`config.mk`:
```
export PLATFORM = sky130hd
export DESIGN_NAME = act_relay
export DESIGN_NICKNAME = d
export VERILOG_FILES = /design/src/rtl/act_relay_pkg.sv /design/src/rtl/act_relay_mem.sv /design/src/rtl/act_relay.sv
export SDC_FILE = /design/constraint.sdc
export NUM_CORES = 1
export LEC_CHECK = 0
export ABC_AREA = 1
export CORE_MARGIN = 5
export CORE_UTILIZATION = 50
export CTS_BUF_LIST = sky130_fd_sc_hd__clkbuf_4
export CTS_CLUSTER_SIZE = 12
export DETAILED_ROUTE_END_ITERATION = 12
export DONT_BUFFER_PORTS = 1
export PLACE_DENSITY_LB_ADDON = 0.05
export SYNTH_ARGS = -nofsm -noshare
export SYNTH_HDL_FRONTEND = slang
export SYNTH_SLANG_ARGS = --single-unit
```
`constraint.sdc`:
```
create_clock -name clk_i -period 2.53 [get_ports clk_i]
set_input_delay 0.253 -clock clk_i [delete_from_list [all_inputs] [get_ports clk_i]]
set_output_delay 0.253 -clock clk_i [all_outputs]
set_load 0.01 [all_outputs]
```
`src/rtl/act_relay_pkg.sv`:
```
// ============================================================================
// act_relay_pkg : shared state type and sizing constants for act_relay
// Rev 1.0 - initial release
// ============================================================================
`default_nettype none

package act_relay_pkg;

  typedef enum logic [2:0] {
    ST_IDLE  = 3'd0,
    ST_FILL  = 3'd1,
    ST_WAIT  = 3'd2,
    ST_DRAIN = 3'd3,
    ST_FLUSH = 3'd4
  } state_t;

  localparam int DEFAULT_DEPTH = 128;

  // Counter width able to hold 0..depth inclusive
  function automatic int ptr_w(input int depth);
    return $clog2(depth + 1);
  endfunction

  localparam int PTR_W = ptr_w(DEFAULT_DEPTH);

endpackage

`default_nettype wire

```
`src/rtl/act_relay_mem.sv`:
```
// ============================================================================
// act_relay_mem : simple dual-port activation buffer, registered read port
// Rev 1.0 - initial release
// ============================================================================
`default_nettype none

module act_relay_mem
  import act_relay_pkg::*;
#(
  parameter int DATA_WIDTH = 8,
  parameter int DEPTH      = DEFAULT_DEPTH,
  parameter int ADDR_W     = (DEPTH > 1) ? $clog2(DEPTH) : 1
) (
  input  logic                  clk_i,
  input  logic                  rstn_i,
  input  logic                  i_wr_en,
  input  logic [ADDR_W-1:0]     i_wr_addr,
  input  logic [DATA_WIDTH-1:0] i_wr_data,
  input  logic                  i_rd_en,
  input  logic [ADDR_W-1:0]     i_rd_addr,
  output logic [DATA_WIDTH-1:0] o_rd_data
);

  logic [DATA_WIDTH-1:0] r_mem [DEPTH];

  always_ff @(posedge clk_i) begin
    if (i_wr_en) begin
      r_mem[i_wr_addr] <= i_wr_data;
    end
  end

  // Read register returns zero on idle cycles so it can drive the bus directly
  always_ff @(posedge clk_i or negedge rstn_i) begin
    if (!rstn_i) begin
      o_rd_data <= '0;
    end else if (i_rd_en) begin
      o_rd_data <= r_mem[i_rd_addr];
    end else begin
      o_rd_data <= '0;
    end
  end

endmodule

`default_nettype wire

```
`src/rtl/act_relay.sv`:
```
// ============================================================================
// act_relay : buffers one layer of activations, then broadcasts them to a MAC
//             array and signals completion. Macro ACT_RELAY_RELU_EN clamps
//             negative inputs to zero on write.
// Rev 1.0 - initial release
// ============================================================================
`default_nettype none

module act_relay
  import act_relay_pkg::*;
#(
  parameter int DATA_WIDTH = 8,
  parameter int DEPTH      = DEFAULT_DEPTH,
  parameter int FLUSH_CYC  = 3
) (
  input  logic                  clk_i,
  input  logic                  rstn_i,
  input  logic                  in_valid_i,
  input  logic [DATA_WIDTH-1:0] in_data_i,
  input  logic                  in_done_i,
  input  logic                  out_ready_i,
  output logic [DATA_WIDTH-1:0] out_data_o,
  output logic                  out_mac_en_o,
  output logic                  out_relu_en_o,
  output logic                  busy_o,
  output logic                  err_o
);

  localparam int CNT_W = ptr_w(DEPTH);
  localparam int AW    = (DEPTH > 1) ? $clog2(DEPTH) : 1;
  localparam int FW    = (FLUSH_CYC > 0) ? $clog2(FLUSH_CYC + 1) : 1;

  localparam logic [CNT_W-1:0] C_DEPTH      = CNT_W'(DEPTH);
  localparam logic [FW-1:0]    C_FLUSH_LAST = FW'(FLUSH_CYC);

  state_t                r_state;
  logic [CNT_W-1:0]      r_wr_cnt;
  logic [AW-1:0]         r_rd_ptr;
  logic [FW-1:0]         r_flush_cnt;
  logic                  r_mac_en;
  logic                  r_relu_en;
  logic                  r_err;

  logic                  w_full;
  logic                  w_wr_en;
  logic                  w_rd_en;
  logic                  w_last_rd;
  logic                  w_stray;
  logic [DATA_WIDTH-1:0] w_wr_data;
  logic [DATA_WIDTH-1:0] w_rd_data;

`ifdef ACT_RELAY_RELU_EN
  assign w_wr_data = in_data_i[DATA_WIDTH-1] ? '0 : in_data_i;
`else
  assign w_wr_data = in_data_i;
`endif

  assign w_full    = (r_wr_cnt == C_DEPTH);
  assign w_wr_en   = in_valid_i && !w_full &&
                     ((r_state == ST_IDLE) || (r_state == ST_FILL));
  assign w_rd_en   = (r_state == ST_DRAIN);
  assign w_last_rd = (CNT_W'(r_rd_ptr) == (r_wr_cnt - CNT_W'(1)));
  assign w_stray   = in_valid_i || in_done_i;

  act_relay_mem #(
    .DATA_WIDTH (DATA_WIDTH),
    .DEPTH      (DEPTH),
    .ADDR_W     (AW)
  ) u_mem (
    .clk_i     (clk_i),
    .rstn_i    (rstn_i),
    .i_wr_en   (w_wr_en),
    .i_wr_addr (r_wr_cnt[AW-1:0]),
    .i_wr_data (w_wr_data),
    .i_rd_en   (w_rd_en),
    .i_rd_addr (r_rd_ptr),
    .o_rd_data (w_rd_data)
  );

  always_ff @(posedge clk_i or negedge rstn_i) begin
    if (!rstn_i) begin
      r_state     <= ST_IDLE;
      r_wr_cnt    <= '0;
      r_rd_ptr    <= '0;
      r_flush_cnt <= '0;
      r_mac_en    <= 1'b0;
      r_relu_en   <= 1'b0;
      r_err       <= 1'b0;
    end else begin
      r_relu_en <= 1'b0;
      r_mac_en  <= w_rd_en;
      case (r_state)
        ST_IDLE: begin
          if (in_valid_i) begin
            r_wr_cnt <= CNT_W'(1);
            r_state  <= in_done_i ? ST_WAIT : ST_FILL;
          end else if (in_done_i) begin
            r_relu_en <= 1'b1;
          end
        end
        ST_FILL: begin
          if (in_valid_i) begin
            if (w_full) begin
              r_err <= 1'b1;
            end else begin
              r_wr_cnt <= r_wr_cnt + CNT_W'(1);
            end
          end
          if (in_done_i) begin
            r_state <= ST_WAIT;
          end
        end
        ST_WAIT: begin
          if (w_stray) begin
            r_err <= 1'b1;
          end
          if (out_ready_i) begin
            r_rd_ptr <= '0;
            r_state  <= ST_DRAIN;
          end
        end
        ST_DRAIN: begin
          if (w_stray) begin
            r_err <= 1'b1;
          end
          r_rd_ptr <= r_rd_ptr + AW'(1);
          if (w_last_rd) begin
            r_flush_cnt <= '0;
            r_state     <= ST_FLUSH;
          end
        end
        ST_FLUSH: begin
          if (w_stray) begin
            r_err <= 1'b1;
          end
          // Hold off completion until the consumer's accumulate pipeline empties
          if (r_flush_cnt == C_FLUSH_LAST) begin
            r_relu_en   <= 1'b1;
            r_wr_cnt    <= '0;
            r_rd_ptr    <= '0;
            r_flush_cnt <= '0;
            r_state     <= ST_IDLE;
          end else begin
            r_flush_cnt <= r_flush_cnt + FW'(1);
          end
        end
        default: begin
          r_state <= ST_IDLE;
        end
      endcase
    end
  end

  assign out_data_o    = w_rd_data;
  assign out_mac_en_o  = r_mac_en;
  assign out_relu_en_o = r_relu_en;
  assign busy_o        = (r_state != ST_IDLE);
  assign err_o         = r_err;

endmodule

`default_nettype wire

```
==> reports/metrics.cfg, run 1 <==
[status]
status = completed

[power_and_ir_drop]
clkPwrFrac_pct = 31.1
swShare_pct = 33.6
p_leak_nw = 19.4
ir_drop_v = 0.000615
p_total_w = 0.0469
p_sw_w = 0.0157
combPwrFrac_pct = 27.2
p_seq_share_pct = 41.8
p_int_w = 0.0311
p_per_area_mw_per_mm2 = 926

[die]
num_rows = 109
fp.dieH_microns = 308
die-area_sq_mm = 0.0949
top_level_ports = 25
core_area_sq_mm = 0.0882
die_w_microns = 308
start_util_pct = 50.4

[worst_setup_path]
crit_chain = inv_16, buf_12, buf_4, nand2_1, nand3_1, nand3_1, nand3_1, nand2_1, a21oi_1, nand3_1, nand2_1, nor2_1
path_max_fanout = 60
slowest_delay_ps = 590
critPathRequiredTime_ps = 3540
reg2reg_from = r_rd_ptr[0]
crit_top_cell = nand3_1
reg2reg_to = u_mem.o_rd_data[0]
startpoint_type = register
critical_path_class = register to register
arrival_ps = 3400
rrSetupSlack_ps = 140
critPathCaptureType = register
slowest_stage = dfrtp_4
worst_r2r_path_depth = 12

[yosys]
synth-seq-cells = 1055
yosysUniqueCellTypes = 36
yosysTopAreaCell = edfxtp_1
synth_area_sq_mm = 0.0444
synth_top_area_share_pct = 69.2
yosys_most_used_dff = edfxtp_1
ys.warnings.count = 0
yosys-top-cells-area = edfxtp_1 (69%), nand2_1 (8.5%), nor2_1 (5.9%)
synth_nets = 4077
async_reset_ff_share_pct = 2.94
synthCells = 4059
syn_area_per_cell_sq_um = 10.9
synth_edf_count = 1024
ys_seq_area_share_pct = 71.0
synth_common_cells = edfxtp_1 (1024), nand2_1 (1009), nor2_1 (703)
synthMostInstantiatedCell = edfxtp_1

[clocking]
clock_latency_ps = 1150
htree_num_levels = 5
path_clk_slew_ps = 70
post-cts-setup-buffers = 0
cts_tree = done
ctsRootBufferMaster = clkbuf_4
cts_buffers = 298
cts.sinks = 1055
clk_path_buf_depth = 4

[sta]
finalWorstSetupSlack_ps = 141
post-route-min-period_ps = 2390
setup_tns_ps = 0
finalCritPeriodShare_pct = 94.4
grt_setup_unrepaired = false
worstMarginPinSlew_ps = 762
fmax_ghz = 0.419
setup_viol = 0
hold_violations = 0
maxSlewHeadroom_pct = 49.0
fin_worst_skew_ps = 82.7
drv_slew = 0

[finish]
drive_gt1_share_pct = 14.8
final.fill_count = 7599
post-route-util_pct = 57.3
seq_area_sq_mm = 0.0315
multi_input_area_sq_mm = 0.0107
fin_area_sq_mm = 0.0506
area_growth_pct = 13.9
nets = 4380

[drt]
num_vias = 30600
wirelength_microns = 122000
drt_pass1_iterations = 6
drc = 0
drtIter0Drc = 2838
wl_per_cell_microns = 21.3
viasPerCell = 5.35
antenna_left = 0

[global_routing]
grt_use_total_pct = 25.5
grt_max_degree = 129
antenna_found_initial = 5
grt_pass1_vias = 30000
grt_pass1_wl_microns = 183000
overflow = 0

[worst_hold_path]
hold_class = input pin to register
min_to = r_wr_cnt[6]
hold_depth = 4
hp-start = in_valid_i

[place]
dpl_worst_slack_ps = 113
port_buffers = 0
place_congestion = 0.875
place_area_sq_mm = 0.0467
hpwl_microns = 68700

[run]
drv_cap = 0

## metrics by stage
stage,std cells,hold WS (ps)
finish,5711,174
global route,5710,90.0
CTS,5705,29.1
detailed placement,5200,-41.7
global placement,5200,-41.5
floorplan,4059,-42.6
## layer usage
metal  up-vias  routed length, microns  global-route usage (%)
met2      1117                   55000                    38.7
met1     14700                   53900                    37.0
met5         -                       0                       0
met3       234                    9170                    5.31
met4         0                    3620                    9.44
li1      14500                       -                       -
## sequential cells by signal, indices dropped and copies added (netlist names)
| name | count |
|---|---|
| out_mac_en_o | 1 |
| u_mem.r_mem | 1024 |
| out_relu_en_o | 1 |
| err_o | 1 |
| u_mem.o_rd_data | 8 |
| r_rd_ptr | 7 |
| r_state | 3 |
| r_wr_cnt | 8 |
| r_flush_cnt | 2 |
## how the worst max path moves through the flow
stage	start	to	slack [ps]	cells after the start
floorplan	r_wr_cnt[0]	u_mem.r_mem[101][0]	210	9
global placement	r_rd_ptr[0]	u_mem.o_rd_data[4]	110	14
detailed placement	r_rd_ptr[0]	u_mem.o_rd_data[4]	110	14
CTS	r_rd_ptr[0]	u_mem.o_rd_data[4]	80	14
global route	r_wr_cnt[0]	u_mem.r_mem[74][5]	6	8
finish	r_rd_ptr[0]	u_mem.o_rd_data[0]	140	12
## repair_timing
action,4_1_cts,5_1_grt
endpoints found under the setup margin,0,2
endpoints found under the hold margin,1745,0
hold buffers,27,0
gates resized for setup,0,3
## logic make-up after synthesis
family	after synthesis	share of synthesized area, %
buffers and inverters	486	4.94
DFF	1055	71.0
and+or+nand+nor	2110	19.1
adders and majority gates	5	0.141
xor gates and xnor gates	14	0.276
AOI/OAI and AO/OA	389	4.62
## cells in the final DEF, fill, tap and decap left out, drive strengths merged
cell / n
buf: 213
bufinv: 2
nor3b: 1
o31ai: 2
inv: 257
diode: 6
nand2: 1010
nor3: 3
dlygate4sd3: 17
o211ai: 36
ha: 5
dfrtp: 31
nor2: 704
clkbuf: 422
edfxtp: 1024
or2: 3
xor2: 10
nand3: 373
o22ai: 3
a21oi: 38
and3: 6
o21ai: 309
nand3b: 1
o21bai: 1
xnor2: 4
nand4: 9
clkinv: 56
## worst max-delay path: cells and delay by family (launching register included)
| kind | cells | cell delay [ps] |
|---|---|---|
| and+or+nand+nor | 8 | 780 |
| DFF | 1 | 590 |
| AOI/OAI and AO/OA | 1 | 180 |
| buffers and inverters | 3 | 700 |
## cell type report
type | instances | area share [%]
well taps | 1165 | 2.88
flip-flops and latches | 1055 | 62.3
clock buffers | 422 | 6.26
inverters | 259 | 1.97
diodes | 6 | 0.0297
repair buffers | 230 | 4.82
multi-input cells | 2518 | 21.2
clock inverters | 56 | 0.532
## power by group through the flow
stage	Combinational (W)	Clock, W	Sequential [W]
global route	0.0140	0.0160	0.0196
CTS	0.0127	0.0150	0.0196
global placement	0.0123	0	0.0199
finish	0.0127	0.0145	0.0196
detailed placement	0.0123	0	0.0199
floorplan	0.00804	0	0.0198
Power figures use the tool's default switching activity.
==> run 2, diff against run 1 <==
--- a/config.mk
+++ b/config.mk
@@ -12,6 +12,7 @@
 export CTS_CLUSTER_SIZE = 12
 export DETAILED_ROUTE_END_ITERATION = 12
 export DONT_BUFFER_PORTS = 1
+export MAX_ROUTING_LAYER = met4
 export PLACE_DENSITY_LB_ADDON = 0.05
 export SYNTH_ARGS = -nofsm -noshare
 export SYNTH_HDL_FRONTEND = slang
==> reports/metrics.cfg, run 2 (synthesis gave the netlist of run 1 again) <==
[status]
status = completed

[drt]
viasPerCell = 5.34  ; -0.23%
drtIter0Drc = 2875  ; +1.3%
drt_pass1_iterations = 5  ; -1
antenna_left = 0  ; unchanged
drc = 0  ; unchanged
num_vias = 30500  ; -0.20%
wirelength_microns = 122000  ; +0.13%
wl_per_cell_microns = 21.3  ; about the same

[sta]
worstMarginPinSlew_ps = 779  ; +16.7 ps
fmax_ghz = 0.419  ; +0.18%
finalCritPeriodShare_pct = 94.3  ; -0.17 points
drv_slew = 0  ; unchanged
grt_setup_unrepaired = false
setup_viol = 0  ; unchanged
post-route-min-period_ps = 2380  ; -4.19 ps
whs_ps = 169  ; -4.95 ps
fin_worst_skew_ps = 88.5  ; +5.81 ps
setup_tns_ps = 0  ; unchanged
hold_violations = 0  ; unchanged
maxSlewHeadroom_pct = 47.9  ; -1.1 points

[worst_setup_path]
startpoint = r_rd_ptr[0]
rrSetupSlack_ps = 150  ; about the same
cp-endpoint = u_mem.o_rd_data[0]
arrival_ps = 3410  ; about the same
path_max_fanout = 60  ; unchanged
worst_r2r_path_depth = 12  ; unchanged
critical_path_class = register to register
startpoint_type = register
reg2reg_from = r_rd_ptr[0]
critPathRequiredTime_ps = 3550  ; about the same
critPathCaptureType = register
reg2reg_to = u_mem.o_rd_data[0]

[global_routing]
antenna_found_initial = 5  ; unchanged
grt_pass1_vias = 29900  ; -0.33%
met3_usage_pct = 5.02  ; -0.29 points
grt_max_degree = 129  ; unchanged
overflow = 0  ; unchanged
grt_pass1_wl_microns = 183000  ; about the same
grt_use_met1_pct = 37.1  ; +0.14 points
use_met2_pct = 38.9  ; +0.20 points
grt_use_total_pct = 26.3  ; +0.77 points
busiest_layer = met2

[die]
die_w_microns = 308  ; unchanged
start_util_pct = 50.4  ; unchanged
core_area_sq_mm = 0.0882  ; unchanged
num_rows = 109  ; unchanged
top_level_ports = 25  ; unchanged
fp.dieH_microns = 308  ; unchanged
die-area_sq_mm = 0.0949  ; unchanged

[clocking]
ctsRootBufferMaster = clkbuf_4
clk_path_buf_depth = 4  ; unchanged
clock_latency_ps = 1170  ; +20 ps
cts.sinks = 1055  ; unchanged
cts_buffers = 298  ; unchanged
post-cts-setup-buffers = 0  ; unchanged
cts_tree = done
htree_num_levels = 5  ; unchanged
path_clk_slew_ps = 60  ; about the same

[power_and_ir_drop]
combPwrFrac_pct = 27.1  ; about the same
p_sw_w = 0.0158  ; about the same
p_per_area_mw_per_mm2 = 926  ; about the same
p_seq_share_pct = 41.8  ; about the same
p_int_w = 0.0311  ; about the same
swShare_pct = 33.6  ; about the same
ir_drop_v = 0.000616  ; +0.27%
p_leak_nw = 19.4  ; about the same
clkPwrFrac_pct = 31.1  ; about the same

[finish]
drive_gt1_share_pct = 14.8  ; -0.022 points
final.fill_count = 7599  ; unchanged
top_register = u_mem.r_mem
largest_register_ffs = 1024  ; unchanged
seq_area_sq_mm = 0.0315  ; unchanged
mostFrequentLayoutCell = edfxtp_1
nets = 4380  ; unchanged
largestRegisters = u_mem.r_mem (1024), r_wr_cnt (8), u_mem.o_rd_data (8)
area_growth_pct = 13.9  ; about the same
fin_area_sq_mm = 0.0506  ; about the same
layout_common_cells = edfxtp_1 (1024), nand2_1 (1009), nor2_1 (701)
multi_input_area_sq_mm = 0.0107  ; about the same

[place]
port_buffers = 0  ; unchanged
hpwl_microns = 68700  ; unchanged
place_congestion = 0.891  ; +1.7%
place_area_sq_mm = 0.0467  ; unchanged

[worst_hold_path]
hold_class = input pin to register

[run]
drv_cap = 0  ; unchanged

==> run 2: changes by cell type in the layout (fill, tap and decap cells not counted) <==
cell | previous run | this run
nor2_2 | 3 | 2
buf_16 | 9 | 8
nor2_1 | 700 | 701
buf_12 | 39 | 40
diode_2 | 6 | 8
==> run 2: routing by layer <==
layer | part of all wire [%] | vias up
li1 | - | 14500
met3 | 7.1 | 210
met2 | 45 | 1061
met4 | 2.7 | 0
met5 | 0 | -
met1 | 45 | 14700
==> run 2: critical path, stage by stage (launching register included) <==
cell     delay, ps
dfrtp_4        590
inv_16         230
buf_12         270
buf_4          200
nand2_1         60
nand3_1         70
nand3_1         70
nand3_1        100
nand2_1        110
a21oi_1        180
nand3_1        130
nand2_1        170
nor2_1          60
==> run 2: layout make-up <==
cell class | count | share of cell area, %
inverter | 259 | 1.97
tap | 1165 | 2.88
sequential | 1055 | 62.3
timing repair buffer | 230 | 4.80
antenna | 8 | 0.0396
multi-input combinational | 2518 | 21.2
clock inverter | 56 | 0.532
clock buffer | 422 | 6.26
==> run 2: worst min-delay path by stage <==
stage | from | end | cells past startpoint
2_1_floorplan | rstn_i | err_o | 0
3_3_place_gp | rstn_i | out_relu_en_o | 0
3_5_place_dp | rstn_i | out_relu_en_o | 0
4_1_cts | in_valid_i | r_wr_cnt[6] | 4
5_1_grt | in_valid_i | r_wr_cnt[6] | 4
6_report | in_valid_i | r_wr_cnt[6] | 4
==> run 2: per-stage QoR <==
step                power [W]  instances  utilization, %  worst slack (ps)
CTS                    0.0473       5705            57.3              78.8
detailed placement     0.0322       5200            52.9               113
global route           0.0496       5712            57.3              6.87
global placement       0.0322       5200            52.9               107
floorplan              0.0279       4059               -               209
finish                 0.0468       5713            57.3               145
==> run 2: what timing repair did <==
| item | CTS | global route |
|---|---|---|
| hold endpoints to repair | 1745 | 0 |
| resized for setup | 0 | 1 |
| setup endpoints to repair | 0 | 1 |
| hold buffers | 27 | 0 |
==> run 2: power by group through the flow <==
stage	Sequential (W)	Combinational, W	Clock [W]
final	0.0196	0.0127	0.0146
after global routing	0.0196	0.0140	0.0160
after CTS	0.0196	0.0127	0.0150
after detailed placement	0.0199	0.0123	0
after global placement	0.0199	0.0123	0
after floorplan	0.0198	0.00804	0
